### config.mk
export PLATFORM = sky130hd
export DESIGN_NAME = cop0_regs
export DESIGN_NICKNAME = d
export VERILOG_FILES = /design/src/rtl/cop0_regs.sv
export SDC_FILE = /design/constraint.sdc
export NUM_CORES = 1
export LEC_CHECK = 0
export BUFFER_PORTS_ARGS = -buffer_cell sky130_fd_sc_hd__buf_2
export CORE_ASPECT_RATIO = 2
export CORE_MARGIN = 2
export CORE_UTILIZATION = 25
export CTS_CLUSTER_SIZE = 14
export DETAILED_ROUTE_END_ITERATION = 10
export SLEW_MARGIN = 0
export SYNTH_ARGS = -nofsm -noshare
export SYNTH_HDL_FRONTEND = slang
export SYNTH_SLANG_ARGS = --single-unit
### constraint.sdc
create_clock -name clk -period 2.3 [get_ports clk]
set_input_delay 0.345 -clock clk [delete_from_list [all_inputs] [get_ports clk]]
set_output_delay 0.345 -clock clk [all_outputs]
set_load 0.05 [all_outputs]
### src/rtl/cop0_regs.sv
// CP0 register file: exception/ERET commit, Status/Cause/EPC state, Count/Compare timer
// and the masked interrupt request, serving MFC0/MTC0 from the MEM stage.
module cop0_regs #(
    parameter int   COUNT_DIV = 2,
    parameter logic RST_BEV   = 1'b1
) (
    input  logic        clk,
    input  logic        rst,
    input  logic        stall,
    input  logic [4:0]  regAddr,
    input  logic        regWe,
    input  logic [31:0] regWData,
    output logic [31:0] regRData,
    input  logic        excAccept,
    input  logic        eret,
    input  logic [31:0] excEPC,
    input  logic        excBD,
    input  logic [4:0]  excCode,
    input  logic [31:0] badVAddrIn,
    input  logic        writeBadVAddr,
    input  logic [5:0]  hwInt,
    output logic [31:0] regEPCOut,
    output logic [31:0] regErrorEPCOut,
    output logic        statusEXL,
    output logic        statusBEV,
    output logic        statusERL,
    output logic        causeIV,
    output logic        interrupt
);

    localparam logic [31:0] STATUS_MASK = 32'h1040_FF17;
    localparam int          DIV_W       = (COUNT_DIV > 1) ? $clog2(COUNT_DIV) : 1;
    localparam logic [DIV_W-1:0] DIV_LAST = DIV_W'(COUNT_DIV - 1);

    logic [31:0]      status_q, status_d;
    logic [31:0]      epc_q, epc_d;
    logic [31:0]      error_epc_q, error_epc_d;
    logic [31:0]      bad_vaddr_q, bad_vaddr_d;
    logic [31:0]      count_q, count_d;
    logic [31:0]      compare_q, compare_d;
    logic [DIV_W-1:0] div_q, div_d;
    logic             bd_q, bd_d;
    logic             ti_q, ti_d;
    logic             iv_q, iv_d;
    logic [1:0]       ip_sw_q, ip_sw_d;
    logic [4:0]       exc_code_q, exc_code_d;
    logic [5:0]       sync1_q, sync2_q;

    logic             mtc_en_s;
    logic             wr_count_s;
    logic             wr_compare_s;
    logic             div_wrap_s;
    logic [7:0]       ip_s;
    logic [31:0]      cause_s;

    assign ip_s    = {sync2_q[5] | ti_q, sync2_q[4:0], ip_sw_q};
    assign cause_s = {bd_q, ti_q, 6'd0, iv_q, 7'd0, ip_s, 1'b0, exc_code_q, 2'd0};

    // Next-state: timer runs every cycle, commits only when the pipeline is not stalled.
    always_comb begin
        status_d    = status_q;
        epc_d       = epc_q;
        error_epc_d = error_epc_q;
        bad_vaddr_d = bad_vaddr_q;
        count_d     = count_q;
        compare_d   = compare_q;
        div_d       = div_q;
        bd_d        = bd_q;
        ti_d        = ti_q;
        iv_d        = iv_q;
        ip_sw_d     = ip_sw_q;
        exc_code_d  = exc_code_q;

        mtc_en_s     = ~stall & ~excAccept & ~eret & regWe;
        wr_count_s   = mtc_en_s && (regAddr == 5'd9);
        wr_compare_s = mtc_en_s && (regAddr == 5'd11);
        div_wrap_s   = (div_q == DIV_LAST);

        if (wr_count_s) begin
            count_d = regWData;
            div_d   = '0;
        end else if (div_wrap_s) begin
            count_d = count_q + 32'd1;
            div_d   = '0;
        end else begin
            div_d   = div_q + DIV_W'(1);
        end

        // TI is only raised by a real increment landing on Compare; a Compare write always wins.
        if (wr_compare_s) begin
            compare_d = regWData;
            ti_d      = 1'b0;
        end else if (!wr_count_s && div_wrap_s && ((count_q + 32'd1) == compare_q)) begin
            ti_d      = 1'b1;
        end else begin
            ti_d      = ti_q;
        end

        if (stall) begin
            status_d = status_q;
        end else if (excAccept) begin
            if (!status_q[1]) begin
                epc_d = excEPC;
                bd_d  = excBD;
            end else begin
                epc_d = epc_q;
            end
            status_d[1] = 1'b1;
            exc_code_d  = excCode;
            if (writeBadVAddr) begin
                bad_vaddr_d = badVAddrIn;
            end else begin
                bad_vaddr_d = bad_vaddr_q;
            end
        end else if (eret) begin
            if (status_q[2]) begin
                status_d[2] = 1'b0;
            end else begin
                status_d[1] = 1'b0;
            end
        end else if (regWe) begin
            case (regAddr)
                5'd12:   status_d    = regWData & STATUS_MASK;
                5'd13: begin
                    iv_d    = regWData[23];
                    ip_sw_d = regWData[9:8];
                end
                5'd14:   epc_d       = regWData;
                5'd30:   error_epc_d = regWData;
                default: status_d    = status_q;
            endcase
        end else begin
            status_d = status_q;
        end
    end

    // State registers, including the two-flop hwInt synchroniser.
    always_ff @(posedge clk or negedge rst) begin
        if (!rst) begin
            status_q    <= {9'd0, RST_BEV, 19'd0, 1'b1, 2'd0};
            epc_q       <= 32'd0;
            error_epc_q <= 32'd0;
            bad_vaddr_q <= 32'd0;
            count_q     <= 32'd0;
            compare_q   <= 32'd0;
            div_q       <= '0;
            bd_q        <= 1'b0;
            ti_q        <= 1'b0;
            iv_q        <= 1'b0;
            ip_sw_q     <= 2'd0;
            exc_code_q  <= 5'd0;
            sync1_q     <= 6'd0;
            sync2_q     <= 6'd0;
        end else begin
            status_q    <= status_d;
            epc_q       <= epc_d;
            error_epc_q <= error_epc_d;
            bad_vaddr_q <= bad_vaddr_d;
            count_q     <= count_d;
            compare_q   <= compare_d;
            div_q       <= div_d;
            bd_q        <= bd_d;
            ti_q        <= ti_d;
            iv_q        <= iv_d;
            ip_sw_q     <= ip_sw_d;
            exc_code_q  <= exc_code_d;
            sync1_q     <= hwInt;
            sync2_q     <= sync1_q;
        end
    end

    // MFC0 read mux; a same-cycle write is not yet visible here.
    always_comb begin
        case (regAddr)
            5'd8:    regRData = bad_vaddr_q;
            5'd9:    regRData = count_q;
            5'd11:   regRData = compare_q;
            5'd12:   regRData = status_q;
            5'd13:   regRData = cause_s;
            5'd14:   regRData = epc_q;
            5'd30:   regRData = error_epc_q;
            default: regRData = 32'd0;
        endcase
    end

    assign regEPCOut      = epc_q;
    assign regErrorEPCOut = error_epc_q;
    assign statusEXL      = status_q[1];
    assign statusBEV      = status_q[22];
    assign statusERL      = status_q[2];
    assign causeIV        = iv_q;
    assign interrupt      = status_q[0] & ~status_q[1] & ~status_q[2] & (|(status_q[15:8] & ip_s));

endmodule
==> results of run 1 <==
==> area by class of cell <==
type,instances,share of cell area (%)
inverters,5,0.132
repair buffers,343,18.1
clock inverters,13,1.10
diodes,3,0.0529
multi-input cells,717,38.0
flip-flops and latches,197,34.7
clock buffers,19,3.12
well taps,540,4.76
==> Yosys cell counts, types with 12 or more instances <==
cell,n
xor2_1,32
a21oi_1,52
mux2i_1,79
nand4_1,18
nor2_1,69
a221o_1,12
dfrtp_1,195
xnor2_1,38
nand2_1,103
clkbuf_1,37
mux2_2,115
nand3_1,16
o21ai_0,59
==> layout by cell type, fill, tap and decap left out, drive strengths merged, types with 8 or more instances in the layout <==
cell,synthesis,layout
dfrtp,195,195
a221o,12,12
nor4,8,8
and3,11,11
a21oi,53,53
a221oi,10,10
nand2,103,103
xnor2,38,38
nor2,69,69
clkbuf,39,21
buf,35,334
nand3,16,16
a22oi,9,9
nor3,11,11
xor2,32,32
mux2,119,119
nand4,21,21
o21ai,59,59
o211ai,11,11
mux2i,79,79
==> registers in the layout (all words and copies together), names as in the netlist <==
| name | count |
|---|---|
| bad_vaddr_q | 32 |
| bd_q | 1 |
| causeIV | 1 |
| compare_q | 32 |
| count_q | 32 |
| div_q | 1 |
| exc_code_q | 5 |
| ip_sw_q | 2 |
| regEPCOut | 32 |
| regErrorEPCOut | 32 |
| status_q | 14 |
| sync1_q | 6 |
| sync2_q | 6 |
| ti_q | 1 |
==> where the power goes <==
group          switching (mW)  leakage, nW  internal (mW)
logic                    2.08         3.77           1.23
registers               0.416         2.40           3.93
clock network            1.38        0.293           1.74
==> final timing paths <==
kind / end / slack [ns] / depth (start not counted)
setup / recovery: interrupt / -0.01 / 5
hold / removal: bad_vaddr_q[10]$_DFFE_PN0P_ / 0.12 / 2
setup reg to reg: ti_q$_DFFE_PN0P_ / 0.02 / 8
hold reg to reg: sync2_q[1]$_DFF_PN0_ / 0.35 / 0
max in group asynchronous: exc_code_q[3]$_DFFE_PN0P_ / 1.11 / 3
min in group asynchronous: regErrorEPCOut[7]$_DFFE_PN0P_ / 0.41 / 2
==> repair_timing <==
action,4_1_cts,5_1_grt
hold endpoints to repair,50,0
hold buffers,7,0
resized for setup,26,20
setup endpoints to repair,26,15
pin swaps,1,4
setup buffers,0,5
==> logic make-up after synthesis <==
family / after synthesis / share of synthesized area (%)
AO/OA/AOI/OAI: 179 / 10.7
XOR/XNOR: 70 / 5.81
adder cells (fa/ha/maj): 1 / 0.119
buffers and inverters: 79 / 3.75
flip-flops: 197 / 46.7
multiplexers: 198 / 20.2
AND/OR/NAND/NOR: 269 / 12.7
==> worst max-delay path, delay by kind of cell, from the launching register on <==
kind	cells	cell delay, ns
simple gates	2	0.45
flops	1	0.42
buf+inv	1	0.15
compound gates	2	0.50
==> layer usage <==
layer | vias up | wire length, um | share of wire (%)
li1 | 4143 | - | -
met1 | 4488 | 13500 | 34
met2 | 260 | 22800 | 57
met3 | 75 | 1300 | 3.3
met4 | 0 | 2180 | 5.5
met5 | - | 0 | 0
==> stage by stage <==
step	util (%)	TNS, ns	worst slack [ns]	instance area, um^2	hold WS [ns]
4_1_cts	33.7	-0.0319	-0.0319	14100	0.0945
5_1_grt	34.0	-0.156	-0.110	14200	0.0977
6_report	34.0	-0.0103	-0.0103	14200	0.115
2_1_floorplan	-	0	0.00426	10600	0.0494
3_3_place_gp	31.9	-2.16	-0.184	13300	0.334
3_5_place_dp	31.9	-2.19	-0.142	13300	0.336
==> metrics.cfg, run 1 <==
[logic_synthesis]
synth-edff-count=0
syn_avg_cell_area_um2=10.6
synth_nets=1114
netlist_instances=993
synth-main-ff-cell=dfrtp_1
yosysTopAreaCell=dfrtp_1
ys_ff_latch=197
synth_top_area_share_pct=46.2
syn_area_mm2=0.0106
synth_async_sr_flop_share_pct=100
ys_top_cells_by_area=dfrtp_1 (46%), mux2_2 (12%), mux2i_1 (7.5%)
ys_seq_area_share_pct=46.7
synth_cell_types=64
ys_warn_count=0

[grt]
track_usage_pct=18.3
met1_usage_pct=17.8
grt-ovfl-total=0
met3_usage_pct=2.55
grt_pass1_wl_um=58600
met2_usage_pct=35.9
antenna_found_initial=3
grt_pass1_vias=9536
grt_max_degree=54
busiest_layer=met2

[cts]
cts_tree=done
clkTransAtPathRegs_ns=0.07
cts_root_buffer=clkbuf_16
clock_latency_ns=0.46
htree_levels=4
cts_buffer_depth=2
cts_sinks=197
cts_buffers=17

[worst_setup_path]
startpoint=status_q[8]$_DFFE_PN0P_
critPathRequiredTime_ns=1.96
path_class=flop to output port
reg2reg_from=count_q[19]$_DFFE_PN0N_
cp_max_fo=3
start_kind=flop
cp_slowest_stage_delay_ns=0.42
path_cells=a22o_1 > a221oi_2 > nand3_2 > and3_4 > buf_6
crit_arrival_ns=1.97
slowest_stage=dfrtp_1
crit_path_end_kind=output port

[route]
wl_um=39900
detail-route-antenna-nets=0
wl_per_cell_um=21.7
vias=8966
via_per_inst=4.88
drt-initial-drc-count=404
route.detailed.drc=0
first_pass_iters=5

[sta]
fin_skew_ns=0.00940
fin_ws_ns=-0.0103
min_period_ns=2.31
drv_slew=0
setup_viol=1
maxSlewHeadroom_pct=55.0
rsz0062_at_grt=yes
hold_viol=0
fmax_mhz=433
max_slew.worst_pin.slew_ns=0.670
fin_crit_sh_pct=100

[pwr]
ir_drop_uv=556
power.total_mw=10.8
p_per_area_mw_per_mm2=759
p_leak_nw=6.46

[floorplan]
initial_core_util_pct=25.3
ios=221
fp.dieW_um=149
core_area_mm2=0.0418
fp-row-count=106
design.die.area_mm2=0.0440
fp.dieH_um=295

[place]
port_buffers=220
gp_congestion=0.939
place_inst=1790
hpwl_um=31200

[finish]
fin_cells=1837
syn_to_final_growth_pct=34.5
regArea_mm2=0.00493
drive_gt1_share_pct=40.9
multi_input_area_mm2=0.00540
nFillCells=4289
nNetsFinal=1402

[worst_hold_path]
min_from=badVAddrIn[10]
holdCritPathClass=primary input to flop

[status]
outcome=complete, but fails checks
violations=setup timing

[flow_run]
maxCapViolations=0

(Power assumes the default switching activity.)
==> inputs of run 2 (changes only) <==
- GPL_ROUTABILITY_DRIVEN: unset -> 0
- REMOVE_ABC_BUFFERS: unset -> 1
==> run 2 against run 1 <==
Compared with the run above:
- the flow still finishes with violations (setup timing)
- global-route usage fell by 0.62 points
- maximum frequency is 4.2% lower
- setup slack got worse by 0.10 ns
- clock skew fell by 0.0027 ns
- routed wire length decreased by 3.8%
- cell count up 0.27%
- count of clock-buffer cells in the layout stayed put
- critical path type unchanged
- critical endpoint unchanged
- largest power group unchanged
==> metrics.cfg, run 2 (same netlist as run 1, synthesis figures left out) <==
[finish]
syn_to_final_growth_pct=35.7
drive_gt1_share_pct=41.3
multi_input_area_mm2=0.00545
nFillCells=4226
post-route-util_pct=34.3
final_common_cell=dfrtp_1
final_cell_mix=dfrtp_1 (193), buf_2 (191), mux2_2 (115)
fin_cells=1842
regArea_mm2=0.00493
nNetsFinal=1408

[worst_setup_path]
ff2ff_path_depth=7
reg2reg_to=ti_q$_DFFE_PN0P_
startpoint=status_q[9]$_DFFE_PN0P_
reg2reg_slack_ns=0
cpLargestDelayFamily=compound AO/OA/AOI/OAI gates
slowest_stage=a222oi_1
reg2reg_from=count_q[1]$_DFFE_PN0N_
path_cells=a222oi_1 > nand3_1 > and3_4 > buf_6
worst-path-buf-inv=1
cp_max_fo=2
crit_path_end_kind=output port
path_class=flop to output port
crit_cells=4
crit_arrival_ns=2.07
start_kind=flop
cp_slowest_stage_delay_ns=0.57
cp-endpoint=interrupt
critPathRequiredTime_ns=1.96

[cts]
clock_latency_ns=0.46
htree_levels=4
cts_root_buffer=clkbuf_16
cts_buffers=17
cts_sinks=197
cts_tree=done
cts_buffer_depth=2
clkTransAtPathRegs_ns=0.07

[sta]
setup_viol=2
fin_crit_sh_pct=105
fmax_mhz=415
whs_ns=0.113
max_slew.worst_pin.slew_ns=0.595
rsz0062_at_grt=yes
fin_skew_ns=0.00671
min_period_ns=2.41
fin_ws_ns=-0.111
hold_viol=0
maxSlewHeadroom_pct=60.3
drv_slew=0
finalSetupTns_ns=-0.116

[pwr]
ir_drop_uv=573
p_per_area_mw_per_mm2=764
p_leak_nw=6.51

[route]
wl_per_cell_um=20.8
detail-route-antenna-nets=0
first_pass_iters=5
wl_met1_um=13100
vias=9043
wl_met2_um=21700
via_per_inst=4.91
drt-initial-drc-count=414
met3WireLength_um=1230
wl_um=38300
route.detailed.drc=0
top_layer_used=met4

[grt]
grt-ovfl-total=0
grt_pass1_wl_um=57400
antenna_found_initial=3
grt_pass1_vias=9743
grt_max_degree=55
track_usage_pct=17.7

[status]
outcome=complete, but fails checks
violations=setup timing

[floorplan]
core_area_mm2=0.0418
fp.dieH_um=295
design.die.area_mm2=0.0440
initial_core_util_pct=25.3
fp-row-count=106
fp.dieW_um=149
ios=221

[place]
port_buffers=220
dpl_worst_slack_ns=-0.200
hpwl_um=30300
place_inst=1792

[flow_run]
maxCapViolations=0

[worst_hold_path]
holdCritPathClass=primary input to flop

[run 2: cell types whose count changed in the layout (fill, tap and decap cells not counted), moves of 3 or more]
cell,before,now
nand2_1,96,100
buf_2,187,191
o21ai_1,4,7
clkinv_2,5,2
a221o_1,9,12
nor2_1,68,64
nor2_2,0,3
a221o_2,3,0
nand2_2,7,3
o21ai_0,54,51
[run 2: final cells by class]
| type | instances | share of cell area (%) |
|---|---|---|
| Multi-Input combinational cell | 717 | 38.0 |
| Sequential cell | 197 | 34.5 |
| Tap cell | 540 | 4.72 |
| Clock inverter | 13 | 1.19 |
| Inverter | 5 | 0.131 |
| Clock buffer | 19 | 3.16 |
| Timing Repair Buffer | 349 | 18.3 |
| Antenna cell | 2 | 0.0349 |
[run 2: report_power, final]
| part | switching [mW] | internal (mW) |
|---|---|---|
| clock | 1.43 | 1.79 |
| combinational | 2.11 | 1.28 |
| sequential | 0.404 | 3.94 |
[run 2: what timing repair did]
| item | in CTS | in global routing |
|---|---|---|
| gates resized for setup | 32 | 30 |
| pin swaps | 6 | 15 |
| hold buffers | 7 | 0 |
| buffers inserted | 5 | 4 |
| endpoints found under the setup margin | 30 | 25 |
| hold endpoints to repair | 55 | 0 |
[run 2: worst min-delay path by stage]
stage	startpoint	to	slack [ns]	cells after the start
2_1_floorplan	rst	bad_vaddr_q[0]$_DFFE_PN0P_	0.05	0
3_3_place_gp	sync1_q[5]$_DFF_PN0_	sync2_q[5]$_DFF_PN0_	0.33	0
3_5_place_dp	sync1_q[5]$_DFF_PN0_	sync2_q[5]$_DFF_PN0_	0.34	0
4_1_cts	badVAddrIn[24]	bad_vaddr_q[24]$_DFFE_PN0P_	0.09	2
5_1_grt	badVAddrIn[24]	bad_vaddr_q[24]$_DFFE_PN0P_	0.10	2
6_report	badVAddrIn[24]	bad_vaddr_q[24]$_DFFE_PN0P_	0.11	2
[run 2: metrics by stage]
stage               cell area, um^2  power, mW
floorplan                     10200       6.25
global placement              13300       7.54
detailed placement            13300       7.61
CTS                           14200       11.0
global route                  14300       11.5
finish                        14300       11.0
[run 2: per-layer routing]
layer	up-vias	GRT usage (%)
li1	4150	-
met1	4520	17.0
met2	272	34.7
met3	101	2.54
met4	0	10.8
met5	-	0
